$ cat src/rtl/game_over_ctrl_if.sv
// game_over_ctrl_if: pixel stream, sprite ROM and colour output bus around the game-over overlay.
interface game_over_ctrl_if;
  logic        video_on;
  logic [9:0]  pixel_x;
  logic [9:0]  pixel_y;
  logic [11:0] game_rgb;
  logic [11:0] rom_color;
  logic [4:0]  rom_row;
  logic [5:0]  rom_col;
  logic [11:0] rgb_out;
  modport master (
    output video_on, pixel_x, pixel_y, game_rgb, rom_color,
    input  rom_row, rom_col, rgb_out
  );
  modport slave (
    input  video_on, pixel_x, pixel_y, game_rgb, rom_color,
    output rom_row, rom_col, rgb_out
  );
endinterface

$ cat src/rtl/game_over_ctrl.sv
// game_over_ctrl: game-over sprite overlay pipeline and freeze/flash/show/restart sequencer.
module game_over_ctrl #(
  parameter int SHIFT         = 3,
  parameter int X_OFFSET      = 64,
  parameter int Y_OFFSET      = 112,
  parameter int FLASH_FRAMES  = 15,
  parameter int FLASH_TOGGLES = 6
) (
  input  logic clk,
  input  logic reset,
  input  logic frame_tick,
  input  logic game_over,
  input  logic restart_btn,
  game_over_ctrl_if.slave vid,
  output logic freeze,
  output logic restart_req
);
  localparam int FW = $clog2(FLASH_FRAMES + 1);
  localparam int TW = $clog2(FLASH_TOGGLES + 1);
  localparam logic [9:0] X_LO = 10'(X_OFFSET);
  localparam logic [9:0] Y_LO = 10'(Y_OFFSET);
  localparam logic [9:0] X_HI = 10'(X_OFFSET + (64 << SHIFT));
  localparam logic [9:0] Y_HI = 10'(Y_OFFSET + (32 << SHIFT));

  typedef enum logic [1:0] {PLAY, FLASH, SHOW, RESTART} state_t;

  state_t          state, state_n;
  logic [FW-1:0]   frame_cnt;
  logic [TW-1:0]   toggle_cnt;
  logic            vis, pend, wrap, last, go;
  logic [9:0]      dx, dy;
  logic            in_win;
  logic [1:0]      win_d, von_d;
  logic [11:0]     rgb_d1, rgb_d2, dim_rgb, out_rgb;

  assign dx     = vid.pixel_x - X_LO;
  assign dy     = vid.pixel_y - Y_LO;
  assign in_win = vid.pixel_x >= X_LO && vid.pixel_x < X_HI && vid.pixel_y >= Y_LO && vid.pixel_y < Y_HI;

  // ROM adds one cycle after the address register, so side-band signals ride two stages
  always_ff @(posedge clk or posedge reset)
    if (reset) begin
      vid.rom_row <= '0;
      vid.rom_col <= '0;
      win_d       <= '0;
      von_d       <= '0;
      rgb_d1      <= '0;
      rgb_d2      <= '0;
      vid.rgb_out <= '0;
    end else begin
      vid.rom_row <= in_win ? 5'(dy >> SHIFT) : '0;
      vid.rom_col <= in_win ? 6'(dx >> SHIFT) : '0;
      win_d       <= {win_d[0], in_win};
      von_d       <= {von_d[0], vid.video_on};
      rgb_d1      <= vid.game_rgb;
      rgb_d2      <= rgb_d1;
      vid.rgb_out <= out_rgb;
    end

  assign dim_rgb = {1'b0, rgb_d2[11:9], 1'b0, rgb_d2[7:5], 1'b0, rgb_d2[3:1]};

  // outside PLAY everything not covered by a visible sprite pixel is dimmed
  always_comb
    out_rgb = !von_d[1] ? 12'h000 :
              state == PLAY ? rgb_d2 :
              (vis && win_d[1] && vid.rom_color != 12'h000) ? vid.rom_color : dim_rgb;

  assign wrap = frame_cnt == FW'(FLASH_FRAMES - 1);
  assign last = wrap && toggle_cnt == TW'(FLASH_TOGGLES - 1);
  assign go   = pend || restart_btn;

  always_ff @(posedge clk or posedge reset)
    if (reset) begin
      state       <= PLAY;
      frame_cnt   <= '0;
      toggle_cnt  <= '0;
      vis         <= 1'b0;
      pend        <= 1'b0;
      restart_req <= 1'b0;
    end else begin
      state       <= state_n;
      restart_req <= state == SHOW && state_n == RESTART;
      pend        <= state == SHOW && state_n == SHOW && go;
      if (frame_tick) begin
        if (state == PLAY && state_n == FLASH) begin
          vis        <= 1'b1;
          frame_cnt  <= '0;
          toggle_cnt <= '0;
        end else if (state == FLASH) begin
          frame_cnt <= wrap ? '0 : frame_cnt + FW'(1);
          if (wrap) begin
            vis        <= last || !vis;
            toggle_cnt <= toggle_cnt + TW'(1);
          end
        end else if (state == RESTART && state_n == PLAY)
          vis <= 1'b0;
      end
    end

  always_comb begin
    state_n = state;
    if (frame_tick)
      case (state)
        PLAY:    state_n = game_over ? FLASH : PLAY;
        FLASH:   state_n = last ? SHOW : FLASH;
        SHOW:    state_n = go ? RESTART : SHOW;
        default: state_n = game_over ? RESTART : PLAY;
      endcase
  end

  always_comb freeze = state != PLAY;
endmodule

$ cat src/flat_wrapper.sv
// flat-port wrapper written by rule: the top's interface ports become plain ports
module game_over_ctrl_flat 
#(
  parameter int SHIFT         = 3,
  parameter int X_OFFSET      = 64,
  parameter int Y_OFFSET      = 112,
  parameter int FLASH_FRAMES  = 15,
  parameter int FLASH_TOGGLES = 6
)
  (clk, reset, frame_tick, game_over, restart_btn, freeze, restart_req, vid_video_on, vid_pixel_x, vid_pixel_y, vid_game_rgb, vid_rom_color, vid_rom_row, vid_rom_col, vid_rgb_out);
  game_over_ctrl_if vid_i ();
  input  logic clk;
  input  logic reset;
  input  logic frame_tick;
  input  logic game_over;
  input  logic restart_btn;
  output logic freeze;
  output logic restart_req;
  input wire logic [$bits(vid_i.video_on)-1:0] vid_video_on;
  input wire logic [$bits(vid_i.pixel_x)-1:0] vid_pixel_x;
  input wire logic [$bits(vid_i.pixel_y)-1:0] vid_pixel_y;
  input wire logic [$bits(vid_i.game_rgb)-1:0] vid_game_rgb;
  input wire logic [$bits(vid_i.rom_color)-1:0] vid_rom_color;
  output wire logic [$bits(vid_i.rom_row)-1:0] vid_rom_row;
  output wire logic [$bits(vid_i.rom_col)-1:0] vid_rom_col;
  output wire logic [$bits(vid_i.rgb_out)-1:0] vid_rgb_out;
  assign vid_i.video_on = vid_video_on;
  assign vid_i.pixel_x = vid_pixel_x;
  assign vid_i.pixel_y = vid_pixel_y;
  assign vid_i.game_rgb = vid_game_rgb;
  assign vid_i.rom_color = vid_rom_color;
  assign vid_rom_row = vid_i.rom_row;
  assign vid_rom_col = vid_i.rom_col;
  assign vid_rgb_out = vid_i.rgb_out;
  game_over_ctrl #(.SHIFT(SHIFT), .X_OFFSET(X_OFFSET), .Y_OFFSET(Y_OFFSET), .FLASH_FRAMES(FLASH_FRAMES), .FLASH_TOGGLES(FLASH_TOGGLES)) u_core (.clk(clk), .reset(reset), .frame_tick(frame_tick), .game_over(game_over), .restart_btn(restart_btn), .vid(vid_i), .freeze(freeze), .restart_req(restart_req));
endmodule
$ cat config.mk
export PLATFORM = sky130hd
export DESIGN_NAME = game_over_ctrl_flat
export DESIGN_NICKNAME = d
export VERILOG_FILES = /design/src/rtl/game_over_ctrl_if.sv /design/src/rtl/game_over_ctrl.sv /design/src/flat_wrapper.sv
export SDC_FILE = /design/constraint.sdc
export NUM_CORES = 1
export LEC_CHECK = 0
export CORE_ASPECT_RATIO = 1.2
export CORE_MARGIN = 2
export CORE_UTILIZATION = 40
export DETAILED_ROUTE_END_ITERATION = 8
export MAX_ROUTING_LAYER = met4
export PLACE_DENSITY = 0.72
export RECOVER_POWER = 100
export SLEW_MARGIN = 30
export SYNTH_ARGS = -nofsm -noshare
export SYNTH_HDL_FRONTEND = slang
export SYNTH_SLANG_ARGS = --single-unit
$ cat constraint.sdc
create_clock -name clk -period 1.9 [get_ports clk]
set_input_delay 0.38 -clock clk [delete_from_list [all_inputs] [get_ports clk]]
set_output_delay 0.38 -clock clk [all_outputs]
set_load 0.005 [all_outputs]
==> key figures, run 1 <==
Logic synthesis
  • Synth cell count leaders: 63 x dfrtp_1, 20 x nor2_1, 11 x nand2_1
  • Yosys reg bits: 63
  • Register area share after synthesis: 62.2%
  • Syn nets: 263
  • Count leader, synth: dfrtp_1
  • Syn Area/Cell: 12.3 um2
  • Distinct cells, synth: 35
  • Share of flip-flops with an asynchronous set or reset: 100%
  • Number of flops mapped to enable cells by yosys: 0
  • Synth top area share: 62.2%
  • Synth area leader: dfrtp_1
  • Synthesized instance count: 206
  • Yosys warnings: 0
  • Largest cells by area after synthesis: dfrtp_1 62%, ha_1 3.5%, a211oi_2 3.0%
  • Main synth FF type: dfrtp_1
  • Area of the mapped netlist: 2540 um2

Routing
  • DRT antenna net count: 0
  • DRC: 0
  • Iter 0 DRT Violations: 118
  • Detailed Routing Iterations Pass 1: 4
  • Routed vias/inst: 4.93
  • Routed vias: 1,897
  • Drt total wl: 4970 um
  • Avg WL per Cell: 12.9 um

Critical path
  • CP Capture Type: output pin
  • CP max FO: 2
  • Worst path cell trace: nor2_1, inv_1, clkdlybuf4s50_1
  • Critical path class: reg2out
  • Crit path DAT: 1.39 ns
  • CP bufs+invs: 2
  • Required time of the critical path: 1.52 ns
  • Startpoint Class: register
  • Crit-path max cell delay: 0.45 ns
  • Top delay family on crit path: buffers and inverters
  • Worst R2R Setup Slack: 0.23 ns
  • CP max stage cell: clkdlybuf4s50_1

Die
  • Initial Util: 41.6%
  • Die area: 7000 um2
  • Boundary pin count: 75
  • Core area: 6090 um2
  • Die width: 76.7 um
  • Rows: 31
  • Die height: 91.2 um

Global route
  • First-pass GRT wire length: 8450 um
  • Vias in the first global route: 1,864
  • Initial antenna violation count: 0
  • GR Overflow Total: 0
  • Total GRT Usage: 15.7%
  • Pin count of the biggest net entering global routing: 30

Finish
  • Layout area overhead: 41.6%
  • # nets final: 355
  • Filler-free cell count of the finished design: 385
  • Fillers: 523
  • Post-route design area: 3590 um2
  • Fraction of layout cells with a size suffix above 1: 13.2%
  • Antenna diode count: 0

Pwr
  • Power Density: 985 nW/um2
  • Leakage: 1.63 nW
  • Worst vdd ir: 0.715 mV
  • Total power: 3.54 mW

STA
  • Worst-margin pin slew: 0.807 ns
  • Hold Vio Cnt, Final: 0
  • # setup viols final: 0
  • Final Slew Violations: 0
  • WHS: 0.351 ns
  • RSZ-0062 raised after global routing: no
  • Worst Skew: 0.00682 ns
  • Min Tclk post-route: 1.77 ns
  • Setup TNS: 0 ns
  • Final worst-path cycle share: 93.1%
  • Slew headroom: 45.7%
  • Peak Freq: 566 MHz

Clock network
  • Clk sinks: 63
  • Latest clock arrival within the worst-skew pair: 0.33 ns
  • H-tree Lvls: 3
  • CTS max path bufs: 2
  • CTS tree: done
  • CTS Hold Bufs: 0
  • Post-CTS Setup Bufs: 0
  • Num CTS Buffers: 9
  • Post-CTS Resized: 0
  • Root Buffer: clkbuf_8
  • Reg clk slew, reported paths: 0.07 ns

Place
  • GP Congestion: 0.851
  • Dpl cell area: 3480 um2
  • I/O Buffers: 71
  • Detail Placement HPWL: 3770 um
  • Placed insts: 369

Worst hold path
  • Hold WC Path Type: reg2reg

Job
  • Max-capacitance violation count: 0

Outcome
  • Status: finished clean
-- state kept, by name (all words and copies together) (netlist names) --
signal              cells
u_core.state            2
u_core.rgb_d1          12
u_core.von_d            2
u_core.win_d            2
u_core.rgb_d2          12
u_core.frame_cnt        4
u_core.vis              1
u_core.vid.rom_col      6
u_core.toggle_cnt       3
u_core.vid.rom_row      5
u_core.vid.rgb_out     12
u_core.restart_req      1
u_core.pend             1
-- per-layer routing --
layer  routed length (um)  up-vias  track usage, %  share of wire, %
li1                     -      920               -                 -
met1                 2110      885            19.0                42
met2                 2490       84            25.0                50
met3                  300        8            3.78               6.0
met4                   71        0            6.82               1.4
met5                    0        -               -                 0
-- stage by stage --
step / utilization (%) / worst slack, ns
after global routing: 59.0 / 0.0111
final: 59.0 / 0.132
after detailed placement: 57.1 / -0.0402
after floorplan: - / 0.490
after CTS: 60.3 / 0.103
after global placement: 57.1 / -0.0154
-- report_power, final --
part | total, mW | leakage, nW | switching (mW) | internal (mW)
combinational | 0.773 | 0.757 | 0.378 | 0.395
clock | 1.14 | 0.101 | 0.525 | 0.615
sequential | 1.63 | 0.774 | 0.125 | 1.50
total | 3.54 | 1.63 | 1.03 | 2.51
-- cells in the final DEF (no fill, tap or decap), types with 6 or more instances in the layout --
master / n
a21oi_1: 6
dfrtp_1: 63
o21ai_0: 10
a211oi_2: 6
a31oi_1: 6
nand3_1: 6
nor3_1: 6
ha_1: 7
o221ai_1: 6
buf_4: 9
clkdlybuf4s50_1: 33
clkbuf_8: 9
nand2_1: 11
nor2_1: 20
dlygate4sd3_1: 38
inv_1: 6
-- kinds of logic (layout without fill, tap and decap cells) --
kind of cell / after synthesis / count (layout) / share of synthesized area (%)
XOR/XNOR: 3 / 3 / 1.04
AO/OA/AOI/OAI: 45 / 45 / 13.3
flip-flops: 63 / 63 / 62.2
buffers and inverters: 13 / 110 / 2.42
AND/OR/NAND/NOR: 70 / 70 / 15.6
adder cells (fa/ha/maj): 7 / 7 / 3.45
multiplexers: 5 / 5 / 2.02
-- final cells by class --
class	count	area, um2	area share, %
Clock buffer	10	128	3.55
Clock inverter	6	70.1	1.95
Inverter	7	27.5	0.766
Multi-Input combinational cell	130	877	24.4
Sequential cell	63	1580	43.9
Tap cell	82	103	2.86
Timing Repair Buffer	87	811	22.6
-- final timing paths --
check | end | cells past startpoint | startpoint
max reg2reg | u_core.frame_cnt[3]$_DFFE_PP0P_ | 4 | u_core.state[0]$_DFF_PP0_
max | freeze | 3 | u_core.state[0]$_DFF_PP0_
min | u_core.rgb_d2[9]$_DFF_PP0_ | 0 | u_core.rgb_d1[9]$_DFF_PP0_
min reg2reg | u_core.rgb_d2[9]$_DFF_PP0_ | 0 | u_core.rgb_d1[9]$_DFF_PP0_
min in group asynchronous | u_core.vid.rom_row[1]$_DFF_PP0_ | 2 | reset
max in group asynchronous | u_core.state[1]$_DFF_PP0_ | 3 | reset
No activity file was read; power rests on OpenSTA's default activity.
==> run 2: changes to the inputs <==
--- a/config.mk
+++ b/config.mk
@@ -5,6 +5,7 @@
 export SDC_FILE = /design/constraint.sdc
 export NUM_CORES = 1
 export LEC_CHECK = 0
+export ABC_CLOCK_PERIOD_IN_PS = 1900
 export CORE_ASPECT_RATIO = 1.2
 export CORE_MARGIN = 2
 export CORE_UTILIZATION = 40
==> results of run 2 <==
Final layout, timing and power as in run 1 (identical DEF).
==> RTL edit, RTL diff (flow settings as in run 2) <==
The output `restart_req` loses its register stage (`restart_req` becomes a continuous assignment).
--- a/src/rtl/game_over_ctrl.sv
+++ b/src/rtl/game_over_ctrl.sv
@@ -78,6 +78,4 @@
       pend        <= 1'b0;
-      restart_req <= 1'b0;
     end else begin
       state       <= state_n;
-      restart_req <= state == SHOW && state_n == RESTART;
       pend        <= state == SHOW && state_n == SHOW && go;
@@ -99,2 +97,4 @@
 
+  assign restart_req = state == SHOW && state_n == RESTART;
+
   always_comb begin
Function: no difference found for any inputs over 10 cycles, from zero or initial values and one cycle with reset high; that may be too few to reach the edited logic, so the function may still have changed.
==> RTL edit against run 2 <==
  * Sequential share of layout area shrank 3.6 points
  * Wire length grew 13%
  * Area after synthesis grew 8.0%
  * Final area grew 7.2%
  * Worst setup slack lost 81 ps
  * Sequential cell count shrank 1
  * Hold slack lost 50 ps
  * Combinational power grew 40%
  * Total power grew 17%
  * Critical path type unchanged
==> RTL edit: results (changes against run 2) <==
HP Class: in -> reg (was reg -> reg)
Achievable Freq: 0.541 GHz (was 0.566 GHz)
Vias in the first global route: 2011 (was 1864)
HPWL after DPL: 4170 um (was 3770 um)
Pleak: 1.71 nW (was 1.63 nW)
DRT iter0 DRCs: 99 (was 118)
CP Max Fanout: 14 (was 2)
Count of buffers from port buffering: 71 (unchanged)
Met1 usage: 0.204 (was 0.190)
DR WL met2: 2860 um (was 2490 um)
Sequential-to-total area share from yosys stat: 0.566 (was 0.622)
Synth async-reset ratio: 1.00 (unchanged)
Int Power: 2.93 mW (was 2.51 mW)
Slew margin rel.: 0.471 (was 0.457)
Synthesized Nets: 266 (was 263)
Clock slew seen by the registers of the worst setup and hold paths: 70 ps (about the same)
R2R setup slack: 150 ps (was 230 ps)
Delay-heaviest family, CP: flip-flops (was buffers and inverters)
Yosys cell types: 54 (was 35)
Initial antenna violation count: 0 (unchanged)
Synth Warn #: 0 (unchanged)
Status: finished, final reports clean (unchanged)
Peak supply drop: 0.000502 V (was 0.000715 V)
Largest net degree at the start of global routing: 63 (was 30)
First-pass iteration count of the detailed router: 4 (unchanged)
Setup Slack @ Placement: -346 ps (was -40.2 ps)
Share of layout cells above drive strength 1: 0.196 (was 0.132)
DP Area: 3630 um2 (was 3480 um2)
Most instantiated cells after synthesis: dfrtp_1, inv_1, buf_2, ha_1, nor2_1 (was dfrtp_1, nor2_1, nand2_1)
Biggest regs: u_core.rgb_d1 (12), u_core.rgb_d2 (12), u_core.vid.rgb_out (12) (unchanged)
CTS root buf: clkbuf_8 (unchanged)
Layout Skew: 8.59 ps (was 6.82 ps)
Met3 wire length: 193 um (was 300 um)
Met3 usage: 0.0220 (was 0.0378)
Mapped Cells: 209 (was 206)
Global-route wire length before repair: 9320 um (was 8450 um)
Fin cells: 388 (was 385)
Synth area leaders: dfrtp_1, a221oi_2, ha_1 (was dfrtp_1, ha_1, a211oi_2)
Number of fill cells: 553 (was 523)
Slowest cell on crit path: dfrtp_2 (was clkdlybuf4s50_1)
Hold Slack: 301 ps (was 351 ps)
Placed Cells: 372 (was 369)
Final net count: 353 (was 355)
Longest Clk Path Bufs: 2 (unchanged)
Drt wl/cell: 14.4 um (was 12.9 um)
H-tree depth: 3 (unchanged)
Top FF cell, synth: dfrtp_1 (unchanged)
Via/cell ratio: 5.13 (was 4.93)
Clk_lat worst skew: 340 ps
Arrival time worst endpoint: 1470 ps (was 1390 ps)
CP peak stage delay: 450 ps (about the same)
Met1 WL: 2380 um (was 2110 um)
N_diodes: 0 (unchanged)
GRT Overall Usage: 0.168 (was 0.157)
Total CTS buffers: 9 (unchanged)
GPL Wtd Cong: 0.838 (was 0.851)
DR top layer: met4 (unchanged)
GR Layer Usage met2: 0.266 (was 0.250)
[RTL edit: path summary, 6_finish.rpt]
path                       cells after the start                  startpoint                              end
max                                            3   u_core.state[0]$_DFF_PP0_                           freeze
min                                            2              vid_pixel_x[6]  u_core.vid.rom_col[3]$_DFF_PP0_
max reg2reg                                    4   u_core.state[1]$_DFF_PP0_  u_core.vid.rgb_out[0]$_DFF_PP0_
min reg2reg                                    0  u_core.rgb_d1[3]$_DFF_PP0_       u_core.rgb_d2[3]$_DFF_PP0_
max in group asynchronous                      3                       reset        u_core.state[0]$_DFF_PP0_
min in group asynchronous                      3                       reset        u_core.state[1]$_DFF_PP0_
[RTL edit: cell families after synthesis]
group           share of synthesized area
flops                               0.566
xor+xnor                           0.0128
compound gates                      0.141
mux                                0.0265
buf+inv                            0.0484
simple gates                        0.173
fa+ha+maj                          0.0320
[RTL edit: power groups by stage]
stage / Sequential, mW / Combinational, mW / Clock (mW)
3_5_place_dp: 1.68 / 1.13 / 0
3_3_place_gp: 1.67 / 1.11 / 0
2_1_floorplan: 1.63 / 0.752 / 0
6_report: 1.65 / 1.08 / 1.41
4_1_cts: 1.66 / 1.14 / 1.43
5_1_grt: 1.68 / 1.19 / 1.50
[RTL edit: what timing repair did]
item | CTS | global route
resized for setup | 4 | 2
hold endpoints to repair | 0 | 0
endpoints found under the setup margin | 2 | 12
setup buffers | 0 | 0
cloned | 0 | 0
hold buffers | 0 | 0
pin swaps | 1 | 1
[RTL edit: area by class of cell]
type / count / area (um2) / area share
clock buffers: 10 / 128 / 0.0331
flip-flops and latches: 62 / 1550 / 0.403
multi-input cells: 121 / 1060 / 0.274
well taps: 87 / 109 / 0.0283
inverters: 14 / 58.8 / 0.0153
clock inverters: 6 / 116 / 0.0302
repair buffers: 88 / 831 / 0.216
